**config.mk**
```make
export PLATFORM = sky130hd
export DESIGN_NAME = reg_dump_uart_flat
export DESIGN_NICKNAME = d
export VERILOG_FILES = /design/src/rtl/reg_dump_uart_if.sv /design/src/rtl/reg_dump_uart.sv /design/src/flat_wrapper.sv
export SDC_FILE = /design/constraint.sdc
export NUM_CORES = 1
export LEC_CHECK = 0
export BUFFER_PORTS_ARGS = -buffer_cell sky130_fd_sc_hd__buf_2
export CAP_MARGIN = 20
export CORE_MARGIN = 5
export CORE_UTILIZATION = 60
export DETAILED_ROUTE_END_ITERATION = 16
export GPL_TIMING_DRIVEN = 0
export HOLD_SLACK_MARGIN = 0.06
export PLACE_DENSITY = 0.82
export SLEW_MARGIN = 40
export SYNTH_ARGS = -nofsm -noshare
export SYNTH_HDL_FRONTEND = slang
export SYNTH_SLANG_ARGS = --single-unit
export TNS_END_PERCENT = 10
```
**constraint.sdc**
```tcl
create_clock -name clk -period 4.37 [get_ports clk]
set_input_delay 0.437 -clock clk [delete_from_list [all_inputs] [get_ports clk]]
set_output_delay 0.437 -clock clk [all_outputs]
set_load 0.005 [all_outputs]
```
**src/rtl/reg_dump_uart_if.sv**
```systemverilog
// Debug-dump bus: start request, core register read port and UART/status outputs.
interface reg_dump_uart_if;
  logic        start;
  logic [15:0] reg_out;
  logic [3:0]  reg_addr_d;
  logic        tx;
  logic        busy;
  logic        done;

  modport slave  (input start, reg_out, output reg_addr_d, tx, busy, done);
  modport master (output start, reg_out, input reg_addr_d, tx, busy, done);
endinterface

```
**src/rtl/reg_dump_uart.sv**
```systemverilog
// Streams a header byte and {index, hi, lo} for each core register over 8N1 UART.
module reg_dump_uart #(
  parameter int CLKS_PER_BIT = 434,
  parameter int NUM_REGS     = 16
) (
  input logic            clk,
  input logic            rst,
  reg_dump_uart_if.slave bus
);
  typedef enum logic [2:0] {IDLE, HDR, SET_ADDR, SAMPLE, SEND_IDX, SEND_HI, SEND_LO} state_t;

  localparam int            BW        = (CLKS_PER_BIT > 1) ? $clog2(CLKS_PER_BIT) : 1;
  localparam logic [BW-1:0] BAUD_LAST = BW'(CLKS_PER_BIT - 1);
  localparam logic [3:0]    LAST_IDX  = 4'(NUM_REGS - 1);

  state_t        state_q, state_d;
  logic [BW-1:0] baud_q, baud_d;
  logic [3:0]    bit_q, bit_d;
  logic [3:0]    idx_q, idx_d;
  logic [3:0]    addr_q, addr_d;
  logic [15:0]   snap_q, snap_d;
  logic          tx_q, tx_d;
  logic          done_q, done_d;
  logic [1:0]    sync_q, sync_d;
  logic [7:0]    tx_byte;
  logic [9:0]    frame;

  // Reset release is re-timed so start is only honoured two edges after rst rises.
  assign sync_d = {sync_q[0], 1'b1};

  always_comb begin
    state_d = state_q;
    baud_d  = baud_q;
    bit_d   = bit_q;
    idx_d   = idx_q;
    addr_d  = addr_q;
    snap_d  = snap_q;
    done_d  = 1'b0;
    tx_d    = 1'b1;
    tx_byte = 8'hFF;
    frame   = 10'h3FF;

    case (state_q)
      IDLE: if (bus.start && sync_q[1]) begin
        state_d = HDR;
        baud_d  = '0;
        bit_d   = '0;
        idx_d   = '0;
      end
      SET_ADDR: state_d = SAMPLE;
      SAMPLE: begin
        snap_d  = bus.reg_out;
        state_d = SEND_IDX;
      end
      default: begin
        if (baud_q == BAUD_LAST) begin
          baud_d = '0;
          if (bit_q == 4'd9) begin
            bit_d = '0;
            case (state_q)
              HDR:      begin state_d = SET_ADDR; addr_d = '0; end
              SEND_IDX: state_d = SEND_HI;
              SEND_HI:  state_d = SEND_LO;
              default: if (idx_q == LAST_IDX) begin
                state_d = IDLE;
                done_d  = 1'b1;
                addr_d  = '0;
              end else begin
                state_d = SET_ADDR;
                idx_d   = idx_q + 4'd1;
                addr_d  = idx_q + 4'd1;
              end
            endcase
          end else begin
            bit_d = bit_q + 4'd1;
          end
        end else begin
          baud_d = baud_q + 1'b1;
        end
      end
    endcase

    // tx is registered from the next-state view so each bit appears on the edge that enters it.
    case (state_d)
      HDR:      tx_byte = 8'hA5;
      SEND_IDX: tx_byte = {4'h0, idx_d};
      SEND_HI:  tx_byte = snap_d[15:8];
      SEND_LO:  tx_byte = snap_d[7:0];
      default:  tx_byte = 8'hFF;
    endcase
    frame = {1'b1, tx_byte, 1'b0};
    if (state_d inside {HDR, SEND_IDX, SEND_HI, SEND_LO}) tx_d = frame[bit_d];
  end

  always_ff @(posedge clk or negedge rst) begin
    if (!rst) begin
      state_q <= IDLE;
      baud_q  <= '0;
      bit_q   <= '0;
      idx_q   <= '0;
      addr_q  <= '0;
      snap_q  <= '0;
      tx_q    <= 1'b1;
      done_q  <= 1'b0;
      sync_q  <= '0;
    end else begin
      state_q <= state_d;
      baud_q  <= baud_d;
      bit_q   <= bit_d;
      idx_q   <= idx_d;
      addr_q  <= addr_d;
      snap_q  <= snap_d;
      tx_q    <= tx_d;
      done_q  <= done_d;
      sync_q  <= sync_d;
    end
  end

  assign bus.tx         = tx_q;
  assign bus.busy       = (state_q != IDLE);
  assign bus.done       = done_q;
  assign bus.reg_addr_d = addr_q;
endmodule

```
**src/flat_wrapper.sv**
```systemverilog
// flat-port wrapper written by rule: the top's interface ports become plain ports
module reg_dump_uart_flat 
#(
  parameter int CLKS_PER_BIT = 434,
  parameter int NUM_REGS     = 16
)
  (clk, rst, bus_start, bus_reg_out, bus_reg_addr_d, bus_tx, bus_busy, bus_done);
  reg_dump_uart_if bus_i ();
  input logic clk;
  input logic rst;
  input wire logic [$bits(bus_i.start)-1:0] bus_start;
  input wire logic [$bits(bus_i.reg_out)-1:0] bus_reg_out;
  output wire logic [$bits(bus_i.reg_addr_d)-1:0] bus_reg_addr_d;
  output wire logic [$bits(bus_i.tx)-1:0] bus_tx;
  output wire logic [$bits(bus_i.busy)-1:0] bus_busy;
  output wire logic [$bits(bus_i.done)-1:0] bus_done;
  assign bus_i.start = bus_start;
  assign bus_i.reg_out = bus_reg_out;
  assign bus_reg_addr_d = bus_i.reg_addr_d;
  assign bus_tx = bus_i.tx;
  assign bus_busy = bus_i.busy;
  assign bus_done = bus_i.done;
  reg_dump_uart #(.CLKS_PER_BIT(CLKS_PER_BIT), .NUM_REGS(NUM_REGS)) u_core (.clk(clk), .rst(rst), .bus(bus_i));
endmodule
```
==> metrics.txt, run 1 <==
initial antenna violation count=0; leakage=1.22 nW; EDFF count, synth=0; Worst Hold Class=input pin to asynchronous set/reset pin; worst-path maximum fanout=6; Synth Area in Adders=2.00%; clock latency on the worst-skew pair=300 ps; Die H=74.6 um; met3 usage=4.73%; fin crit share=57.6%; Yosys warning count=0; critical path's largest stage delay=450 ps; Tot GR Track Use=22.1%; critical path required time=4590 ps; Die W=74.6 um; critical path class=flip-flop to flip-flop; Initial DRT Pass Iterations=4; Final setup viols=0; crit path cell chain=inv_1 > ha_1 > nand4bb_1 > nor3_4 > mux2_4 > a32oi_1 > o21ai_0 > o221ai_1 > nand4_1; Synth Cell Area=0.00250 mm2; pin count of the biggest net entering global routing=45; Via density=6.18; FFs w/ async S/R, synth=100%; Antenna diodes=0; CP max stage cell=nor3_4; Worst slew margin=54.7%; Most Crowded Layer GR=met2; Worst path top cell family by delay=simple AND/OR/NAND/NOR gates; met2 Usage GRT=35.7%; Port Buffer Count=25; routability cong.=0.877; CTS max path bufs=2; commonest non-fill, non-tap cell in the layout=dfrtp_1; Netlist cell types=57; Remaining DRCs=0; H-tree depth=2; CTS tree=done; Num CTS Buffers=5; CTS sink cnt=44; post-synthesis mux area share=11.3%; status=finished, final reports clean; critical path arrival=2740 ps; DP HPWL=3920 um; Buf+Inv Stages, Crit Path=1; simple-gate share of the synthesized area=21.2%; post-synthesis sequential area ratio=44.1%; Die Area=0.00556 mm2; synthesized area per cell=10.2 um2; GR Overflow Total=0; crit end category=flip-flop; standard-cell rows=23; Max rail drop VDD=0.196 mV; Seq cells post-synth=44; global-route wire length before repair=9370 um; ANT nets after route=0; ys flop type=dfrtp_1; clock slew at reported path FFs=80 ps; CTS Root Cell=clkbuf_8; xor/xnor share of the synthesized area=2.80%; RSZ-0062 raised after global routing=false; fin. max-slew vios=0; hold buffers post-CTS=0; Placement Cell Area=0.00269 mm2; CP Launch Type=flip-flop; PD cells=330 mW/mm2; post-synthesis compound-gate area fraction=15.1%; final instance area=0.00278 mm2; DRT iter0 DRCs=203; grt met1 use=29.7%; vias in the first global route=1,980; fin crit period=2520 ps; number of max-cap violations=0; synthesized instance count=246; Fin. Hold Viols=0; IO Pins=26; Layout area overhead=11.2%; wire per inst=16.4 um; post-CTS resize count=0; Core Area=0.00403 mm2; Worst Skew=9.03 ps; Slew @ Worst Pin=674 ps; Peak Freq=0.397 GHz; share of cells above drive strength 1=23.3%; Syn Nets=269; Vias=2,033; Initial Util=62.0%; number of setup buffers added after CTS=0; post-layout net count=301; setup TNS=0 ps; drt total wl=5380 um; main combinational cell family by area after synthesis=simple AND/OR/NAND/NOR gates; most frequent cells in the layout=43 x dfrtp_1, 27 x buf_2, 17 x mux2_2
[per-stage QoR]
step	std cells	util (%)	total power, mW	worst slack, ps	hold WS, ps
floorplan	246	-	0.607	2230	141
global placement	321	66.7	0.650	2010	337
detailed placement	321	66.8	0.660	1910	344
CTS	329	69.0	0.921	1870	135
global route	329	69.0	0.977	1680	151
finish	329	69.0	0.918	1850	116
[area by class of cell]
cell class                 count  area (um2)
buffer                         9        45.0
clock buffer                   8        90.1
fill                         318        1250
inverter                      11        41.3
multi-input combinational    182        1310
sequential                    44        1100
tap                           50        62.6
timing repair buffer          25         128
[worst paths after layout]
path	cells after the start	start	to	slack (ps)
setup / recovery	9	u_core.baud_q[1]	u_core.bus.tx	1850
hold / removal	1	rst	u_core.bus.reg_addr_d[0]	120
setup reg to reg	9	u_core.baud_q[1]	u_core.bus.tx	1850
hold reg to reg	0	u_core.sync_q[0]	u_core.sync_q[1]	360
max in group asynchronous	1	rst	u_core.bus.tx	3880
min in group clk	0	u_core.sync_q[0]	u_core.sync_q[1]	360
[metal layers]
layer	vias up	share of wire [%]
li1	978	-
met4	0	2.2
met1	986	45
met3	13	4.5
met5	-	0
met2	56	48
[state kept, by name (all words and copies together) (netlist names)]
| register | cells |
|---|---|
| u_core.state_q | 3 |
| u_core.baud_q | 9 |
| u_core.idx_q | 4 |
| u_core.sync_q | 2 |
| u_core.snap_q | 16 |
| u_core.bus.reg_addr_d | 4 |
| u_core.bit_q | 4 |
| u_core.bus.tx | 1 |
| u_core.bus.done | 1 |
[logic make-up after synthesis]
family          count (synthesis)
simple gates                   89
buf+inv                        20
compound gates                 55
flops                          44
xor+xnor                        8
mux                            25
fa+ha+maj                       4
other cells                     1
[cells in the mapped netlist (3+ instances only)]
| library cell | instances | area share (%) |
|---|---|---|
| a21oi_1 | 9 | 1.8 |
| inv_1 | 10 | 1.5 |
| nor2_1 | 14 | 2.1 |
| mux2i_1 | 6 | 2.4 |
| ha_1 | 4 | 2.0 |
| nor3_1 | 3 | 0.60 |
| nand3_1 | 15 | 3.0 |
| dfrtp_1 | 43 | 43 |
| o22ai_1 | 4 | 1.0 |
| buf_2 | 3 | 0.60 |
| o2111ai_1 | 4 | 1.4 |
| nand2_1 | 15 | 2.3 |
| xor2_1 | 6 | 2.1 |
| or3_1 | 4 | 1.0 |
| nand4_1 | 7 | 1.8 |
| o21ai_0 | 13 | 2.6 |
| clkbuf_1 | 4 | 0.60 |
| nand3b_1 | 3 | 0.90 |
| o211ai_1 | 5 | 1.5 |
| nor2b_1 | 4 | 1.0 |
| and2_1 | 3 | 0.75 |
| mux2_2 | 17 | 7.7 |
[report_power, final]
part           leakage [nW]  switching, mW  total, mW  internal (mW)
clock                0.0455          0.135      0.264          0.129
sequential            0.545         0.0502      0.506          0.456
combinational         0.631         0.0772      0.148         0.0709
total                  1.22          0.262      0.918          0.656
No activity file was read; power rests on OpenSTA's default activity.
==> inputs of run 2 (changes only) <==
ABC_AREA = 1   (was not set)
CORE_UTILIZATION = 53   (was 60)
PLACE_DENSITY = 0.77   (was 0.82)
clock period = 2.3 ns   (was 4.37 ns; I/O delays follow)
==> metrics.txt, run 2 <==
initial antenna violation count=0; crit path cell chain=inv_2 > ha_1 > nand2_1 > nor2_2 > nand3_4 > nand3_2 > nand3_4 > nor2_4 > clkbuf_2 > nand3_1 > nand3_1 > nand3_1 > nand2_1 > a21oi_1 > nand2_1; ys flop type=dfrtp_1; most instantiated cells after synthesis=60 x nand2_1, 43 x dfrtp_1, 31 x inv_1, 31 x nand3_1, 30 x nor2_1; pre-CTS setup slack=158 ps; commonest non-fill, non-tap cell in the layout=nand2_1; count leader, synth=nand2_1; main combinational cell family by area after synthesis=simple AND/OR/NAND/NOR gates; synthesized area per cell=8.28 um2; synthesized instance count=299; Synth Area in Adders=2.02%; Syn Nets=322; global-route wire length before repair=9170 um; number of max-cap violations=0; CTS Root Cell=clkbuf_8; Clk network pwr share=48.9%; Worst slew margin=64.1%; CTS max path bufs=2; CP max stage cell=dfrtp_1; most frequent cells in the layout=60 x nand2_1, 43 x dfrtp_1, 29 x inv_1, 29 x nor2_1, 29 x nand3_1; Layout area overhead=17.1%; IO Pins=26; Yosys warning count=0; ANT nets after route=0; pin count of the biggest net entering global routing=45; critical path's largest stage delay=400 ps; Antenna diodes=0; Most flops, register=u_core.snap_q; Internal Power=1.35 mW; Buf+Inv Stages, Crit Path=2; share of the synthesized area in the top cell type=43.5%; max FFs per register=16; status=finished, final reports clean; Fin. Hold Viols=0; Die H=78.4 um; Max rail drop VDD=0.374 mV; crit end category=flip-flop; Switch Pwr=290 uW; worst-path maximum fanout=9; top post-synthesis cells by area=dfrtp_1 43%, nand2_1 9.1%, nand3_1 6.3%; share of cells above drive strength 1=25.5%; DRT iter0 DRCs=86; Sequential Power Share=48.1%; vias in the first global route=2,071; Synth Cell Area=0.00248 mm2; H-tree depth=2; Initial Util=55.7%; xor/xnor share of the synthesized area=1.41%; Final setup viols=0; clock latency on the worst-skew pair=300 ps; leakage=1.54 nW; critical path class=flip-flop to flip-flop; critical path arrival=2330 ps; drt total wl=5140 um; Worst path top cell family by delay=simple AND/OR/NAND/NOR gates; fin. max-slew vios=0; Initial DRT Pass Iterations=4; standard-cell rows=24; Synth area leader=dfrtp_1; Remaining DRCs=0; post-synthesis compound-gate area fraction=7.58%; EDFF count, synth=0; post-synthesis sequential area ratio=44.5%; routability cong.=0.838; Slew @ Worst Pin=538 ps; Final WS setup=216 ps; setup TNS=0 ps; Seq cells post-synth=44; Die Area=0.00614 mm2; fin crit share=90.6%; Peak Freq=0.480 GHz; wire per inst=13.2 um; Die W=78.4 um; simple-gate share of the synthesized area=30.7%; critical path required time=2540 ps; switching part of the total=17.7%; Core Area=0.00444 mm2; clock slew at reported path FFs=80 ps; Worst Hold Class=input pin to flip-flop; GR Overflow Total=0; DP HPWL=3830 um; Via density=5.32; post-layout net count=359; largest registers=u_core.snap_q: 16 flops, u_core.baud_q: 9 flops; Tot GR Track Use=18.5%; Port Buffer Count=25; FFs w/ async S/R, synth=100%; fin crit period=2080 ps; CP Launch Type=flip-flop; post-synthesis mux area share=6.37%; Vias=2,071; Logic pwr share=2.9%; PD cells=566 mW/mm2; Num CTS Buffers=5; Worst Skew=3.51 ps; Netlist cell types=31; CTS sink cnt=44; CTS tree=done
## run 2: changes by cell type in the layout (fill, tap and decap cells not counted), moves of 6 or more
cell	change
inv_2	+7
nand3_1	+14
inv_1	+19
nor2_1	+15
nand2_1	+45
clkbuf_1	-6
mux2i_1	-6
## run 2: cell families (layout without fill, tap and decap cells)
group	Yosys count	after routing
compound gates	34	34
fa+ha+maj	4	4
flops	44	44
mux	14	14
other cells	1	1
buf+inv	43	81
xor+xnor	4	4
simple gates	155	155
## run 2: stage by stage
step | util (%) | total power [mW] | area (um2) | hold slack, ps | cells
floorplan | - | 0.819 | 2480 | -65.6 | 299
global placement | 60.0 | 0.851 | 2670 | 332 | 376
detailed placement | 60.1 | 0.854 | 2670 | 253 | 376
CTS | 63.9 | 1.66 | 2840 | 176 | 385
global route | 65.2 | 1.70 | 2900 | 180 | 389
finish | 65.2 | 1.64 | 2900 | 176 | 389
## run 2: path summary, 6_finish.rpt
check | from | endpoint | slack, ps | depth (start not counted)
max in group asynchronous | rst | u_core.bus.tx | 1460 | 2
worst max-delay path | u_core.baud_q[1] | u_core.bus.tx | 220 | 15
worst min register to register | u_core.sync_q[0] | u_core.sync_q[1] | 370 | 0
worst max register to register | u_core.baud_q[1] | u_core.bus.tx | 220 | 15
worst min-delay path | bus_reg_out[4] | u_core.snap_q[4] | 180 | 2
min in group asynchronous | rst | u_core.baud_q[7] | 470 | 2
## run 2: per-layer routing
layer	track usage [%]	vias up	wire [um]	part of all wire (%)
li1	-	1056	-	-
met1	22.7	943	2310	45
met2	31.8	57	2480	48
met3	4.58	15	239	4.6
met4	6.29	0	113	2.2
met5	0	-	0	0
## run 2: power groups by stage
stage	clock, mW	sequential [mW]	combinational [mW]
finish	0.803	0.790	0.0477
global route	0.852	0.792	0.0560
CTS	0.821	0.790	0.0493
detailed placement	0	0.806	0.0479
global placement	0	0.805	0.0463
floorplan	0	0.805	0.0140
## run 2: repair_timing
item | CTS | global route
endpoints found under the hold margin | 43 | 0
setup endpoints to repair | 0 | 1
hold buffers | 1 | 0
gates resized for setup | 0 | 11
buffers inserted | 0 | 4
## run 2: final cells by class
cell class / count / area, um2
buffer: 6 / 43.8
clock buffer: 5 / 68.8
clock inverter: 3 / 90.1
fill: 382 / 1550
inverter: 37 / 139
multi-input combinational: 212 / 1220
sequential: 44 / 1100
tap: 52 / 65.1
timing repair buffer: 30 / 165
## run 2: worst register-to-register path: cells and delay by family (launching register included)
| family | cells | cell delay [ps] |
|---|---|---|
| compound gates | 1 | 60 |
| fa+ha+maj | 1 | 130 |
| buf+inv | 2 | 250 |
| flops | 1 | 400 |
| simple gates | 11 | 1200 |
